`src/rtl/rv32_mem_arbiter.sv`:
```
// Shares one memory bus between instruction fetch and data load/store.
// Data has fixed priority, bounded by a starvation counter that eventually forces an instruction grant.
module rv32_mem_arbiter #(
  parameter int MAX_DATA_BURST = 4,
  parameter int COUNT_WIDTH    = 3
) (
  input  logic        clk,
  input  logic        reset_n,
  input  logic [31:0] instr_address_in,
  input  logic        instr_read_in,
  output logic [31:0] instr_read_value_out,
  output logic        instr_ready_out,
  input  logic [31:0] data_address_in,
  input  logic        data_read_in,
  input  logic [3:0]  data_write_mask_in,
  input  logic [31:0] data_write_value_in,
  output logic [31:0] data_read_value_out,
  output logic        data_ready_out,
  output logic [31:0] bus_address_out,
  output logic        bus_read_out,
  output logic [3:0]  bus_write_mask_out,
  output logic [31:0] bus_write_value_out,
  input  logic [31:0] bus_read_value_in,
  input  logic        bus_ready_in
);

  typedef enum logic [1:0] {
    IDLE  = 2'd0,
    INSTR = 2'd1,
    DATA  = 2'd2
  } state_t;

  localparam logic [COUNT_WIDTH-1:0] MAX_CNT = COUNT_WIDTH'(MAX_DATA_BURST);

  state_t                 state, state_nxt;
  logic [COUNT_WIDTH-1:0] count, count_nxt;
  logic [31:0]            address_nxt;
  logic                   read_nxt;
  logic [3:0]             mask_nxt;
  logic [31:0]            write_value_nxt;
  logic                   data_req;
  logic                   instr_req;
  logic                   instr_starved;

  assign data_req      = data_read_in | (|data_write_mask_in);
  assign instr_req     = instr_read_in;
  assign instr_starved = instr_req && (count == MAX_CNT);

  always_ff @(posedge clk) begin
    if (!reset_n) begin
      state               <= IDLE;
      count               <= '0;
      bus_address_out     <= '0;
      bus_read_out        <= 1'b0;
      bus_write_mask_out  <= '0;
      bus_write_value_out <= '0;
    end else begin
      state               <= state_nxt;
      count               <= count_nxt;
      bus_address_out     <= address_nxt;
      bus_read_out        <= read_nxt;
      bus_write_mask_out  <= mask_nxt;
      bus_write_value_out <= write_value_nxt;
    end
  end

  always_comb begin
    state_nxt       = state;
    count_nxt       = count;
    address_nxt     = bus_address_out;
    read_nxt        = bus_read_out;
    mask_nxt        = bus_write_mask_out;
    write_value_nxt = bus_write_value_out;
    case (state)
      IDLE: begin
        if (data_req && !instr_starved) begin
          state_nxt       = DATA;
          address_nxt     = data_address_in;
          read_nxt        = data_read_in;
          mask_nxt        = data_write_mask_in;
          write_value_nxt = data_write_value_in;
          // Count only grants that actually made a waiting fetch wait longer.
          if (!instr_req)
            count_nxt = '0;
          else if (count != MAX_CNT)
            count_nxt = count + COUNT_WIDTH'(1);
        end else if (instr_req) begin
          state_nxt   = INSTR;
          address_nxt = instr_address_in;
          read_nxt    = 1'b1;
          mask_nxt    = '0;
          count_nxt   = '0;
        end
      end
      INSTR, DATA: begin
        if (bus_ready_in) begin
          state_nxt = IDLE;
          read_nxt  = 1'b0;
          mask_nxt  = '0;
        end
      end
      default: state_nxt = IDLE;
    endcase
  end

  // Completion is forwarded in the same cycle the bus finishes.
  assign instr_ready_out      = (state == INSTR) && bus_ready_in;
  assign data_ready_out       = (state == DATA) && bus_ready_in;
  assign instr_read_value_out = bus_read_value_in;
  assign data_read_value_out  = bus_read_value_in;

endmodule

```
`config.mk`:
```
export PLATFORM = sky130hd
export DESIGN_NAME = rv32_mem_arbiter
export DESIGN_NICKNAME = d
export VERILOG_FILES = /design/src/rtl/rv32_mem_arbiter.sv
export SDC_FILE = /design/constraint.sdc
export NUM_CORES = 1
export LEC_CHECK = 0
export ABC_AREA = 1
export CAP_MARGIN = 10
export CORE_ASPECT_RATIO = 0.7
export CORE_UTILIZATION = 36
export CTS_CLUSTER_DIAMETER = 80
export DETAILED_ROUTE_END_ITERATION = 10
export PLACE_DENSITY_LB_ADDON = 0.15
export SYNTH_ARGS = -nofsm -noshare
export SYNTH_HDL_FRONTEND = slang
export SYNTH_SLANG_ARGS = --single-unit
```
`constraint.sdc`:
```
create_clock -name clk -period 1.9 [get_ports clk]
set_input_delay 0.285 -clock clk [delete_from_list [all_inputs] [get_ports clk]]
set_output_delay 0.285 -clock clk [all_outputs]
set_load 0.01 [all_outputs]
```
==> out/results.ini <==
[critical_path]
r2r_start = state[1]
cp.required_ns = 1.62
worstSetupPathType = flop to output pin
cp-start-kind = flop
worst-endpoint-arrival_ns = 1.50
rr_endpoint = bus_write_mask_out[0]
path_max_fanout = 3
startpoint = state[1]
endpoint = instr_ready_out
ff2ff_path_depth = 9
setup.worst_path.end_class = output pin
rrSetupSlack_ns = 0.16

[sta]
slew_viol_final = 0
relSlewSlack_pct = 74.6
rsz0062_at_grt = no
fmax_mhz = 562
worst_pin_slew_ns = 0.381
finalHoldViolCount = 0
period_share_pct = 93.7
finalSetupTns_ns = 0
setup_slack_ns = 0.119
min_period_ns = 1.78
setup_viol = 0
skew_ns = 0.00598

[finish]
drive_gt1_share_pct = 5.78
nFillCells = 989
area_growth_pct = 44.9
final_common_cell = clkdlybuf4s50_1
diodes = 0
nets = 830
layout_common_cells = clkdlybuf4s50_1, nand2_1, inv_1

[clock_tree]
path_clk_slew_ns = 0.06
cts_tree = yes
postCtsSetupBuffers = 0
clk_latency_ns = 0.33
postCtsHoldBufs = 0
cts_resized = 0
root_buffer = clkbuf_16
cts_inserted_buffers = 9
clk_path_buf_depth = 2
cts_sinks = 74
htreeDepth = 3

[pwr]
clkPwrFrac_pct = 36.9
power.leakage_nw = 2.63
seqPwrFrac_pct = 37.0
ir_worst_vdd_uv = 386
pwr-share-comb_pct = 26.1
p_sw_mw = 1.30
swShare_pct = 26.6
power_density_nw_per_um2 = 856
p_int_mw = 3.60

[detailed_routing]
antenna_left = 0
wl_mm = 10.7
wire_per_inst_um = 12.7
first_iter_violations = 166
vias_per_cell = 4.57
drt_first_pass_iters = 4
vias = 3837
drc_errors = 0

[synthesis]
avgSynthCellArea_um2 = 6.78
yosysSeqAreaShare_pct = 37.4
ys_ff_latch = 74
yosys-top-cells-area = dfxtp_1, nand2_1, buf_4, nand3_1, a21oi_1
syn_area_um2 = 3960
yosysWarnings = 0
synth_top_area_share_pct = 37.4
synth_top_cell_by_area = dfxtp_1
synth_cell_types = 21
synth.net_count = 726
syn_inst = 584

[worst_hold_path]
worstHoldStart = bus_write_value_out[14]
holdCritPathClass = flop to flop

[outcome]
status = finished clean

[die]
die_area_um2 = 11400
initial_core_util_pct = 37.7
die_y_um = 89.7
io_pins = 272
die_w_um = 127
rows = 31
core-area_um2 = 10500

[placement]
place_hpwl_mm = 7.85
post-place-ws_ns = 0.112
globalplace.congestion = 0.817
portBuffers = 175

[global_route]
grt_max_degree = 41
antenna_found_initial = 0
grt_pass1_vias = 3451
globalRouteOverflowTotal = 0
grt_pass1_wl_mm = 17.0
grt_usage_pct = 18.8

[flow_run]
cap_violations = 0

-- area by class of cell --
cell class                 instances  area (µm²)  share of cell area [%]
tap                              148         185                    3.23
multi-input combinational        328        1490                    25.9
sequential                        74        1480                    25.8
clock buffer                      10         239                    4.17
timing repair buffer             189        1940                    33.9
clock inverter                     5        78.8                    1.37
inverter                          86         323                    5.63
-- worst max-delay path, stage by stage, from the launching register on --
cell             delay [ns]
dfxtp_1                0.36
inv_1                  0.07
ha_1                   0.18
nand2_1                0.06
inv_1                  0.04
clkdlybuf4s50_1        0.46
-- cells by family after synthesis --
logic type                 count (synthesis)  share of synthesized area, %
DFF                                       74                          37.4
and+or+nand+nor                          251                          26.7
AOI/OAI and AO/OA                         72                          9.26
buffers and inverters                    182                          25.1
adders and majority gates                  5                          1.58
-- stage by stage --
| stage | instance area, µm² | utilization (%) | total power [mW] | hold slack, ns | instances |
|---|---|---|---|---|---|
| 3_5_place_dp | 5420 | 51.6 | 3.14 | 0.451 | 825 |
| 5_1_grt | 5740 | 54.6 | 5.19 | 0.476 | 840 |
| 2_1_floorplan | 3960 | - | 2.56 | 0.449 | 584 |
| 4_1_cts | 5740 | 54.6 | 4.98 | 0.461 | 840 |
| 3_3_place_gp | 5420 | 51.6 | 3.12 | 0.447 | 825 |
| 6_report | 5740 | 54.6 | 4.91 | 0.459 | 840 |
-- flip-flops by register name (all words and copies together), names as in the netlist --
register / flops
bus_read_out: 1
bus_address_out: 32
bus_write_value_out: 32
count: 3
bus_write_mask_out: 4
state: 2
-- layer usage --
metal | GRT usage (%) | wire [µm]
met1 | 23.0 | 4650
met2 | 29.3 | 4800
met3 | 8.57 | 1120
met5 | 0 | 0
met4 | 5.75 | 138
-- cell usage after synthesis --
library cell / instances
nand2_1: 151
inv_1: 82
dfxtp_1: 74
buf_4: 70
nand3_1: 69
a21oi_1: 67
nor2_1: 18
buf_2: 13
clkbuf_1: 6
ha_1: 5
buf_6: 4
inv_2: 4
nand2_2: 4
nor3_1: 4
buf_1: 3
o21ai_0: 3
nand4_1: 2
nor2_2: 2
o2111ai_1: 1
o21a_1: 1
or2_1: 1
-- power groups by stage --
stage	sequential, mW	combinational (mW)	clock, mW
6_report	1.82	1.28	1.81
3_3_place_gp	1.84	1.28	0
4_1_cts	1.82	1.30	1.86
3_5_place_dp	1.85	1.29	0
2_1_floorplan	1.91	0.643	0
5_1_grt	1.83	1.41	1.94
-- how the worst min path moves through the flow --
stage                                    to  slack, ns  cells past startpoint
CTS                  bus_write_value_out[3]       0.46                      2
global placement    bus_write_value_out[29]       0.45                      2
detailed placement   bus_write_value_out[3]       0.45                      2
floorplan           bus_write_value_out[21]       0.45                      2
finish              bus_write_value_out[14]       0.46                      2
global route         bus_write_value_out[3]       0.48                      2
Note: power is estimated with default switching activity, not from simulation.
